--- src/rtl/fetch_sequencer.sv ---
`default_nettype none
// +----------------------------------------------------------------------------+
// | Module      : fetch_sequencer                                              |
// | Description : Fetch PC owner and 2-entry prefetch queue feeding decode,     |
// |               with start, branch redirect/flush and HALT-opcode stop.      |
// | Revision    : 1.0  initial release                                         |
// +----------------------------------------------------------------------------+
module fetch_sequencer #(
    parameter int         ADDR_W  = 12,
    parameter int         INST_W  = 16,
    parameter logic [3:0] HALT_OP = 4'b1111
) (
    input  logic              clk,
    input  logic              reset,
    input  logic              start,
    input  logic [ADDR_W-1:0] start_pc,
    output logic [ADDR_W-1:0] mem_addr,
    input  logic [INST_W-1:0] mem_inst,
    output logic              dec_valid,
    output logic [INST_W-1:0] dec_inst,
    output logic [ADDR_W-1:0] dec_pc,
    input  logic              dec_ready,
    input  logic              redirect,
    input  logic [ADDR_W-1:0] redirect_pc,
    output logic              halted,
    output logic              busy
);

    typedef enum logic [1:0] {
        S_IDLE   = 2'd0,
        S_RUN    = 2'd1,
        S_HALTED = 2'd2
    } state_t;

    state_t            r_state;
    state_t            w_state_next;
    logic [ADDR_W-1:0] r_fpc;
    logic [1:0]        r_count;
    logic [INST_W-1:0] r_q_inst [0:1];
    logic [ADDR_W-1:0] r_q_pc   [0:1];

    logic w_pop;
    logic w_push;
    logic w_flush;
    logic w_is_halt;
    logic w_wr_slot;

    assign w_pop     = dec_valid && dec_ready;
    assign w_flush   = redirect && (r_state != S_IDLE);
    assign w_is_halt = (mem_inst[INST_W-1 -: 4] == HALT_OP);
    assign w_push    = (r_state == S_RUN) && !redirect &&
                       ((r_count < 2'd2) || ((r_count == 2'd2) && w_pop));
    // Slot the new entry lands in, after any same-cycle pop has shifted the queue.
    assign w_wr_slot = (r_count == 2'd2) || ((r_count == 2'd1) && !w_pop);

    always_ff @(posedge clk) begin
        if (reset) begin
            r_state <= S_IDLE;
        end else begin
            r_state <= w_state_next;
        end
    end

    always_comb begin
        w_state_next = r_state;
        case (r_state)
            S_IDLE: begin
                if (start) begin
                    w_state_next = S_RUN;
                end
            end
            S_RUN: begin
                if (!redirect && w_push && w_is_halt) begin
                    w_state_next = S_HALTED;
                end
            end
            S_HALTED: begin
                if (redirect) begin
                    w_state_next = S_RUN;
                end
            end
            default: w_state_next = S_IDLE;
        endcase
    end

    always_ff @(posedge clk) begin
        if (reset) begin
            r_fpc <= '0;
        end else if ((r_state == S_IDLE) && start) begin
            r_fpc <= start_pc;
        end else if (w_flush) begin
            r_fpc <= redirect_pc;
        end else if (w_push) begin
            r_fpc <= r_fpc + ADDR_W'(1);
        end
    end

    // Entry 0 is always the head; it is left untouched when the queue empties
    // so dec_inst/dec_pc hold their last values.
    always_ff @(posedge clk) begin
        if (reset) begin
            r_count     <= 2'd0;
            r_q_inst[0] <= '0;
            r_q_inst[1] <= '0;
            r_q_pc[0]   <= '0;
            r_q_pc[1]   <= '0;
        end else if (w_flush) begin
            r_count <= 2'd0;
        end else begin
            if (w_pop && (r_count == 2'd2)) begin
                r_q_inst[0] <= r_q_inst[1];
                r_q_pc[0]   <= r_q_pc[1];
            end
            if (w_push) begin
                if (w_wr_slot) begin
                    r_q_inst[1] <= mem_inst;
                    r_q_pc[1]   <= r_fpc;
                end else begin
                    r_q_inst[0] <= mem_inst;
                    r_q_pc[0]   <= r_fpc;
                end
            end
            r_count <= r_count + {1'b0, w_push} - {1'b0, w_pop};
        end
    end

    assign mem_addr  = r_fpc;
    assign dec_valid = (r_count != 2'd0);
    assign dec_inst  = r_q_inst[0];
    assign dec_pc    = r_q_pc[0];
    assign busy      = (r_state == S_RUN);
    assign halted    = (r_state == S_HALTED);

endmodule
`default_nettype wire

--- config.mk ---
export PLATFORM = sky130hd
export DESIGN_NAME = fetch_sequencer
export DESIGN_NICKNAME = d
export VERILOG_FILES = /design/src/rtl/fetch_sequencer.sv
export SDC_FILE = /design/constraint.sdc
export NUM_CORES = 1
export LEC_CHECK = 0
export CELL_PAD_IN_SITES_DETAIL_PLACEMENT = 1
export CELL_PAD_IN_SITES_GLOBAL_PLACEMENT = 2
export CORE_MARGIN = 3
export CORE_UTILIZATION = 25
export DETAILED_ROUTE_END_ITERATION = 16
export PLACE_DENSITY_LB_ADDON = 0.1
export SLEW_MARGIN = 20
export SYNTH_ARGS = -nofsm -noshare
export SYNTH_HDL_FRONTEND = slang
export SYNTH_SLANG_ARGS = --single-unit
--- constraint.sdc ---
create_clock -name clk -period 9.7 [get_ports clk]
set_input_delay 1.455 -clock clk [delete_from_list [all_inputs] [get_ports clk]]
set_output_delay 1.455 -clock clk [all_outputs]
set_load 0.01 [all_outputs]
==> results of run 1 <==
==> stage by stage <==
step	total power [mW]	utilization [%]	std cells	instance area [sq um]	worst slack, ps
final	0.9017	36.52	541	4702	5891
after global routing	0.9516	36.52	541	4702	5680
after CTS	0.9179	36.30	540	4674	5727
after detailed placement	0.5822	34.01	524	4379	5380
after global placement	0.5796	34.01	524	4379	5452
after floorplan	0.4837	-	282	3366	5645
==> per-layer routing <==
metal / track usage (%) / share of wire (%) / vias up
li1: - / - / 1221
met1: 17.20 / 47 / 1197
met2: 20.27 / 45 / 75
met3: 3.110 / 6.1 / 12
met4: 5.252 / 1.7 / 0
met5: 0 / 0 / -
==> worst max path at each step <==
stage	startpoint	depth (start not counted)	slack (ps)	endpoint
floorplan	redirect	5	5650	r_q_inst[0][0]
global placement	redirect	6	5450	r_q_inst[0][5]
detailed placement	redirect	6	5380	r_q_inst[0][15]
CTS	redirect	6	5730	r_q_inst[0][15]
global route	redirect	5	5680	r_q_inst[0][10]
finish	redirect	5	5890	r_q_inst[0][3]
==> synth_stat cells, drive strengths merged, types with 5 or more instances <==
cell type and instances:
nor2 24, and2 27, dfxtp 16, a211oi 9, nor3 7, nand2b 5
edfxtp 56, a21oi 13, buf 8, or3 5, xor2 5, nand2 10
clkbuf 11, a22o 28, nand3 8, o21ai 10
==> final cells by class <==
cell class              count  area, sq um
well taps                 172        215.2
repair buffers             90        913.4
clock inverters             7        70.07
flip-flops and latches     72         2002
inverters                   4        15.01
fillers                  1408         8174
multi-input cells         187         1261
clock buffers               9        225.2
==> power by group through the flow <==
stage	Sequential, mW	Combinational, mW	Clock, mW
detailed placement	0.406	0.176	0
floorplan	0.403	0.0805	0
finish	0.398	0.173	0.330
CTS	0.400	0.177	0.340
global route	0.404	0.193	0.355
global placement	0.406	0.174	0
==> sequential cells by signal, indices dropped and copies added (netlist names) <==
name      cells
r_q_inst     32
r_q_pc       24
mem_addr     12
r_count       2
r_state       2
==> cells by family after synthesis <==
family	count (synthesis)	share of synthesized area (%)
flip-flops	72	59.48
adder cells (fa/ha/maj)	2	0.7434
AO/OA/AOI/OAI	76	16.73
buffers and inverters	23	3.866
XOR/XNOR	9	2.342
multiplexers	1	0.2974
AND/OR/NAND/NOR	99	16.54
==> flow_summary_export.csv, run 1 <==
group,metric,value,unit
outcome,status,"finished, final reports clean",
logic_synthesis,synth_seq_area_share,59.48,%
timing,final_hold_viol_count,0,
clocking,cts_buffers,9,
worst_setup_path,cp-start-kind,"input port",
timing,report.final.slew_viol_count,0,
timing,rsz0062_at_grt,"false",
logic_synthesis,async_flop_share,0,%
clocking,insertion_delay,330,ps
power,p_per_area,191.8,mW/mm^2
power,clkPwrFrac,36.6,%
worst_setup_path,regToRegSetupSlack,6970,ps
clocking,hold_buffers,0,
worst_hold_path,worstHoldStart,"r_q_pc[1][5]",
finish,area_growth_syn_to_layout,39.70,%
power,combPwrFrac,19.2,%
logic_synthesis,ys_ff_latch,72,
timing,setup_tns,0,ps
power,p_switching,0.2438,mW
finish,diodes,0,
power,p_int,0.6580,mW
clocking,clock-root-buffer,"clkbuf_16",
power,switching_share,27.03,%
detailed_routing,post-route-drc-count,0,
worst_setup_path,r2r-end,"r_q_inst[0][3]",
detailed_routing,routed_wl,9174,um
timing,max_slew.worst_pin.slew,904.9,ps
worst_setup_path,crit_path_max_incr_delay,760,ps
worst_hold_path,min_path_type,"flip-flop to flip-flop",
timing,fin_crit,3809,ps
logic_synthesis,syn_area_per_cell,11.94,sq um
floorplan,die_w,122.0,um
grt,gr-total-overflow,0,
timing,fmax,262.6,MHz
logic_synthesis,synthCells,282,
detailed_routing,antenna_left,0,
finish,final_cell_mix,"87 x clkdlybuf4s50_1, 56 x edfxtp_1, 27 x and2_1, 23 x nor2_1, 22 x a22o_1",
grt,antenna_found_initial,0,
logic_synthesis,syn_area,0.003366,sq mm
worst_setup_path,crit_required,9660,ps
finish,drive_gt1_share,9.214,%
clocking,clkTransAtPathRegs,60,ps
grt,grt_pass1_vias,2653,
finish,fin_nets,411,
timing,finClkSkew,7.027,ps
clocking,clock_path_buffers,2,
worst_setup_path,cp_num_buf_inv,1,
worst_setup_path,critPathTopFamily,"compound AO/OA/AOI/OAI gates",
place,hpwl,6270,um
logic_synthesis,synth.area.top_cells,"edfxtp_1 50%, dfxtp_1 9.5%, a22o_1 5.7%, and2_1 5.0%, nor2_1 2.6%",
power,leakage,1.668,nW
grt,grt_pass1_wl,14690,um
timing,relSlewSlack,39.41,%
place,place.gp.congestion,0.7318,
logic_synthesis,synth_top_area_share,49.96,%
timing,setup_viol,0,
detailed_routing,routed_via_density,4.630,
timing,hold_ws,529.4,ps
clocking,ctsHtreeMaxLevel,3,
floorplan,dieArea,0.01489,sq mm
worst_setup_path,critPathKind,"input port to flip-flop",
clocking,cts_setup_buffers,0,
worst_setup_path,critPathSlowestCell,"o21bai_4",
worst_hold_path,hold_depth,1,
finish,final_common_cell,"clkdlybuf4s50_1",
worst_setup_path,critPathArrivalTime,3760,ps
floorplan,core_area,0.01288,sq mm
logic_synthesis,yosys.area.top_type,"edfxtp_1",
clocking,cts_tree,"yes",
logic_synthesis,synth_flop_cell,"edfxtp_1",
power,peakVddDrop,0.07179,mV
floorplan,start_util,26.14,%
grt,track_usage,12.94,%
worst_setup_path,cp_cell_sequence,"clkdlybuf4s50_1 -> or3b_4 -> a21oi_2 -> o221ai_1 -> o21bai_4",
worst_setup_path,cp_max_fo,28,
worst_setup_path,rr_startpoint,"r_state[0]",
logic_synthesis,synth.distinct_cells,49,
logic_synthesis,synth_edf_count,56,
worst_setup_path,critPathCaptureType,"flip-flop",
timing,min_period_over_period,39.26,%
logic_synthesis,synth_warnings,0,
detailed_routing,drtIter0Drc,99,
grt,grt_max_degree,56,
floorplan,row_count,41,
job,maxCapViolations,0,
power,p_seq_share,44.2,%
floorplan,io_pins,88,
worst_setup_path,reg2reg_depth,4,
detailed_routing,wire_per_inst,16.96,um
clocking,cts-resized-gates,0,
worst_hold_path,hold_end,"r_q_pc[0][5]",
detailed_routing,first_pass_iters,4,
floorplan,die_h,122.0,um
logic_synthesis,syn_nets,329,
place,port_buffers,87,
detailed_routing,vias,2505,
clocking,cts.sinks,72,
Note: power is estimated with default switching activity, not from simulation.
==> inputs of run 2 (changes only) <==
==> constraint.sdc (replaced) <==
create_clock -name clk -period 3.5 [get_ports clk]
set_input_delay 0.525 -clock clk [delete_from_list [all_inputs] [get_ports clk]]
set_output_delay 0.525 -clock clk [all_outputs]
set_load 0.01 [all_outputs]
==> run 2 against run 1 <==
  * First-iteration DRC count fell by 3.0%
  * Die area did not move
  * Sequential power rose to 2.8 times the previous value
  * Combinational power rose to 2.8 times the previous value
  * Power rose to 2.9 times the previous value
  * Setup slack got worse by 4900 ps
  * Sequential cell count did not move
  * Worst hold slack improved by 7.0 ps
  * Register-to-register slack got worse by 5800 ps
  * Utilization rose by 0.61 points
  * Wire length fell by 1.4%
  * Final cell count rose by 0.74%
==> flow_summary_export.csv, run 2 (synthesis results as in run 1) <==
group,metric,value,unit
outcome,status,"finished, final reports clean",
clocking,cts-resized-gates,0,
timing,hold_ws,536.4,ps
clocking,cts.sinks,72,
job,maxCapViolations,0,
timing,relSlewSlack,50.77,%
worst_setup_path,reg2reg_depth,7,
clocking,cts_buffers,9,
grt,gr-total-overflow,0,
timing,rsz0062_at_grt,"false",
timing,fin_crit,2460,ps
timing,final_hold_viol_count,0,
grt,antenna_found_initial,0,
grt,track_usage,12.50,%
timing,fmax,406.5,MHz
floorplan,die_h,122.0,um
clocking,insertion_delay,330,ps
floorplan,start_util,26.14,%
finish,largest-register,"r_q_inst",
power,switching_share,25.62,%
power,leakage,1.704,nW
worst_setup_path,r2r-end,"r_count[1]",
worst_setup_path,critPathKind,"input port to flip-flop",
timing,setup_viol,0,
clocking,hold_buffers,0,
floorplan,row_count,41,
detailed_routing,routed_via_density,4.662,
detailed_routing,drtIter0Drc,96,
worst_setup_path,crit_required,3760,ps
worst_setup_path,critPathCaptureType,"flip-flop",
power,clkPwrFrac,40.0,%
power,p_switching,0.6808,mW
timing,max_slew.worst_pin.slew,719.9,ps
clocking,clock_path_buffers,2,
place,dp.cells,529,
timing,finClkSkew,4.732,ps
detailed_routing,post-route-drc-count,0,
worst_setup_path,cp-start-kind,"input port",
detailed_routing,vias,2541,
clocking,cts_tree,"yes",
timing,min_period_over_period,70.29,%
grt,grt_pass1_vias,2656,
grt,grt_pass1_wl,14290,um
finish,post-route-util,37.13,%
power,p_seq_share,41.5,%
finish,area_growth_syn_to_layout,42.04,%
place,place_ws,673.2,ps
clocking,cts_setup_buffers,0,
floorplan,io_pins,88,
finish,largest_reg_flops,32,
detailed_routing,first_pass_iters,4,
worst_hold_path,hold_depth,1,
finish,drive_gt1_share,9.651,%
power,combPwrFrac,18.5,%
worst_setup_path,crit_end,"r_count[1]",
power,p_int,1.977,mW
clocking,clock-root-buffer,"clkbuf_16",
detailed_routing,routed_wl,9043,um
finish,diodes,0,
finish,fin_nets,415,
finish,stdcell_count,545,
worst_setup_path,regToRegSetupSlack,1220,ps
clocking,ctsHtreeMaxLevel,3,
detailed_routing,antenna_left,0,
finish,final_common_cell,"clkdlybuf4s50_1",
worst_hold_path,min_path_type,"flip-flop to flip-flop",
worst_setup_path,startpoint,"redirect",
power,p_per_area,555.9,mW/mm^2
floorplan,die_w,122.0,um
finish,final_cell_mix,"87 x clkdlybuf4s50_1, 56 x edfxtp_1, 27 x and2_1, 23 x nor2_1, 22 x a22o_1",
place,place.gp.congestion,0.7010,
place,port_buffers,87,
grt,grt_max_degree,56,
floorplan,core_area,0.01288,sq mm
timing,setup_tns,0,ps
timing,finalWorstSetupSlack,1040,ps
worst_setup_path,cp_max_fo,10,
detailed_routing,wire_per_inst,16.59,um
floorplan,dieArea,0.01489,sq mm
timing,report.final.slew_viol_count,0,
worst_setup_path,critPathArrivalTime,2720,ps
worst_setup_path,rr_startpoint,"r_state[0]",
clocking,clkTransAtPathRegs,60,ps
power,peakVddDrop,0.2716,mV
place,hpwl,6293,um
[run 2: cell types whose count changed in the layout (fill, tap and decap cells not counted), sizes merged]
cell / change
bufinv: +2
buf: +4
clkinv: -2
[run 2: per-layer routing]
| metal | up-vias | global-route usage [%] | routed length, um | share of wire [%] |
|---|---|---|---|---|
| met4 | 0 | 3.641 | 106 | 1.2 |
| met2 | 65 | 19.23 | 4066 | 45 |
| li1 | 1234 | - | - | - |
| met1 | 1235 | 16.72 | 4303 | 48 |
| met3 | 7 | 4.271 | 566 | 6.3 |
| met5 | - | 0 | 0 | 0 |
[run 2: critical path, stage by stage]
cell             delay (ps)
clkdlybuf4s50_1         490
or3b_4                  420
a21oi_2                 360
xnor2_1                 140
ha_1                    200
xor2_1                  140
or3_1                   310
a21oi_1                 140
[run 2: worst min path at each step]
stage | start | end | slack, ps
final | r_q_pc[1][0] | r_q_pc[0][0] | 540
after global routing | r_q_inst[1][15] | r_q_inst[0][15] | 560
after CTS | r_q_inst[1][9] | r_q_inst[0][9] | 540
after detailed placement | r_q_inst[1][9] | r_q_inst[0][9] | 520
after global placement | r_q_inst[1][10] | r_q_inst[0][10] | 520
after floorplan | r_q_inst[1][10] | r_q_inst[0][10] | 510
[run 2: per-stage QoR]
step / total power, mW / area [sq um]
2_1_floorplan: 1.340 / 3366
3_3_place_gp: 1.615 / 4437
3_5_place_dp: 1.622 / 4437
4_1_cts: 2.700 / 4781
5_1_grt: 2.781 / 4781
6_report: 2.658 / 4781
[run 2: power by group through the flow]
stage / sequential [mW] / clock [mW] / combinational, mW
detailed placement: 1.12 / 0 / 0.499
finish: 1.10 / 1.06 / 0.492
floorplan: 1.12 / 0 / 0.223
global route: 1.12 / 1.12 / 0.541
global placement: 1.12 / 0 / 0.495
CTS: 1.10 / 1.09 / 0.503
[run 2: cell type report]
type	instances	area, sq um
fillers	1409	8095
flip-flops and latches	72	2002
multi-input cells	187	1256
repair buffers	94	948.4
clock buffers	9	225.2
well taps	172	215.2
clock inverters	7	118.9
inverters	4	15.01
==> inputs of run 3 (changes only) <==
==> constraint.sdc (replaced) <==
create_clock -name clk -period 2.46 [get_ports clk]
set_input_delay 0.369 -clock clk [delete_from_list [all_inputs] [get_ports clk]]
set_output_delay 0.369 -clock clk [all_outputs]
set_load 0.01 [all_outputs]
==> run 3 against run 2 <==
  * Setup slack worse by 830 ps
  * Sequential cell count unchanged
  * Critical path depth unchanged
  * Largest power group unchanged
  * Power up 39%
  * Register-to-register slack worse by 870 ps
  * Final cell count up 2.8%
==> flow_summary_export.csv, run 3 (synthesis results as in run 1) <==
group,metric,value,unit
worst_setup_path,cp_cell_sequence,"clkdlybuf4s50_1 -> or3b_4 -> a21oi_2 -> xnor2_1 -> ha_1 -> xor2_1 -> or3_1 -> a21oi_1",
clocking,clock_path_buffers,2,
clocking,clock-root-buffer,"clkbuf_16",
clocking,clkTransAtPathRegs,60,ps
worst_setup_path,critPathArrivalTime,2510,ps
worst_setup_path,reg2reg_depth,7,
detailed_routing,vias,2583,
worst_setup_path,critPathSlowestCell,"clkdlybuf4s50_1",
grt,grt_pass1_wl,15190,um
clocking,cts_setup_buffers,0,
worst_setup_path,cp_max_fo,6,
worst_setup_path,cp-start-kind,"input port",
timing,finalWorstSetupSlack,207.2,ps
finish,largest_reg_flops,32,
detailed_routing,post-route-drc-count,0,
timing,setup_viol,0,
timing,final_hold_viol_count,0,
worst_hold_path,min_path_type,"flip-flop to flip-flop",
worst_setup_path,crit_required,2720,ps
finish,final_common_cell,"clkdlybuf4s50_1",
floorplan,die_h,122.0,um
worst_hold_path,hold_depth,1,
place,place_ws,-113.6,ps
floorplan,core_area,0.01288,sq mm
worst_setup_path,critPathKind,"input port to flip-flop",
clocking,cts_tree,"yes",
clocking,hold_buffers,0,
power,leakage,1.771,nW
clocking,insertion_delay,330,ps
floorplan,start_util,26.14,%
finish,diodes,0,
grt,grt_busiest_layer,"met2",
grt,grt_max_degree,44,
power,p_per_area,758.0,mW/mm^2
finish,area_growth_syn_to_layout,45.02,%
finish,nFillCells,1396,
timing,fmax,443.9,MHz
worst_setup_path,critPathTopFamily,"simple AND/OR/NAND/NOR gates",
detailed_routing,routed_via_density,4.613,
finish,final_cell_mix,"87 x clkdlybuf4s50_1, 56 x edfxtp_1, 27 x and2_1, 23 x nor2_1, 22 x a22o_1",
clocking,cts.sinks,72,
grt,grt_pass1_vias,2741,
worst_setup_path,critPathCaptureType,"flip-flop",
grt,use_met3,2.878,%
worst_setup_path,crit_path_max_incr_delay,510,ps
finish,drive_gt1_share,12.89,%
timing,fin_crit,2253,ps
grt,antenna_found_initial,0,
finish,post-route-util,37.91,%
place,dp.cells,544,
floorplan,io_pins,88,
worst_setup_path,crit_cells,8,
detailed_routing,routed_wl,9734,um
grt,use_met1,18.35,%
place,hpwl,6952,um
timing,min_period_over_period,91.58,%
finish,fin_nets,430,
place,port_buffers,87,
detailed_routing,first_pass_iters,4,
power,peakVddDrop,0.3420,mV
power,p_total,3.700,mW
timing,max_slew.worst_pin.slew,605.0,ps
timing,finClkSkew,4.729,ps
timing,relSlewSlack,59.29,%
detailed_routing,antenna_left,0,
timing,report.final.slew_viol_count,0,
finish,largest-register,"r_q_inst",
grt,track_usage,13.56,%
finish,stdcell_count,560,
place,place.gp.congestion,0.7697,
timing,rsz0062_at_grt,"false",
floorplan,die_w,122.0,um
detailed_routing,wire_per_inst,17.38,um
detailed_routing,drtIter0Drc,118,
clocking,ctsHtreeMaxLevel,3,
grt,grtUsageMet2,20.79,%
clocking,cts_buffers,9,
outcome,status,"finished, final reports clean",
job,maxCapViolations,0,
clocking,cts-resized-gates,0,
worst_setup_path,cp_num_buf_inv,1,
floorplan,dieArea,0.01489,sq mm
floorplan,row_count,41,
grt,gr-total-overflow,0,
-- run 3: cell types whose count changed in the layout (fill, tap and decap cells not counted) --
| cell | change |
|---|---|
| buf_12 | +2 |
| buf_4 | +13 |
| bufinv_16 | -1 |
| clkbuf_1 | +2 |
| clkinv_1 | -1 |
| clkinv_2 | +1 |
| inv_6 | -1 |
| o21bai_2 | +1 |
| o21bai_4 | -1 |
-- run 3: path summary, 6_finish.rpt --
kind / startpoint / to / slack, ps
worst max-delay path: redirect / r_count[1] / 210
worst min-delay path: r_q_pc[1][4] / r_q_pc[0][4] / 530
worst max register to register: r_state[1] / r_count[1] / 350
worst min register to register: r_q_pc[1][4] / r_q_pc[0][4] / 530
-- run 3: final cells by class --
| class | count | area, sq um | share of cell area, % |
|---|---|---|---|
| Tap cell | 172 | 215.2 | 4.409 |
| Timing Repair Buffer | 109 | 1086 | 22.25 |
| Clock buffer | 11 | 232.7 | 4.768 |
| Clock inverter | 5 | 81.33 | 1.666 |
| Multi-Input combinational cell | 187 | 1249 | 25.58 |
| Inverter | 4 | 15.01 | 0.3076 |
| Sequential cell | 72 | 2002 | 41.02 |
-- run 3: through the flow --
stage | hold slack (ps) | setup TNS, ps | instance area (sq um)
after detailed placement | 519.7 | -3506 | 4567
after global placement | 516.1 | -1941 | 4567
after floorplan | 505.0 | 0 | 3381
final | 530.3 | 0 | 4881
after CTS | 532.9 | 0 | 4881
after global routing | 546.0 | 0 | 4881
-- run 3: metal layers --
metal	share of wire (%)	wire [um]
met4	1.5	148
met1	48	4636
met3	4.8	464
met2	46	4485
met5	0	0
-- run 3: power breakdown --
part           total [mW]  switching (mW)  internal (mW)
registers            1.55          0.0950           1.45
logic               0.777           0.374          0.403
clock network        1.38           0.488          0.888
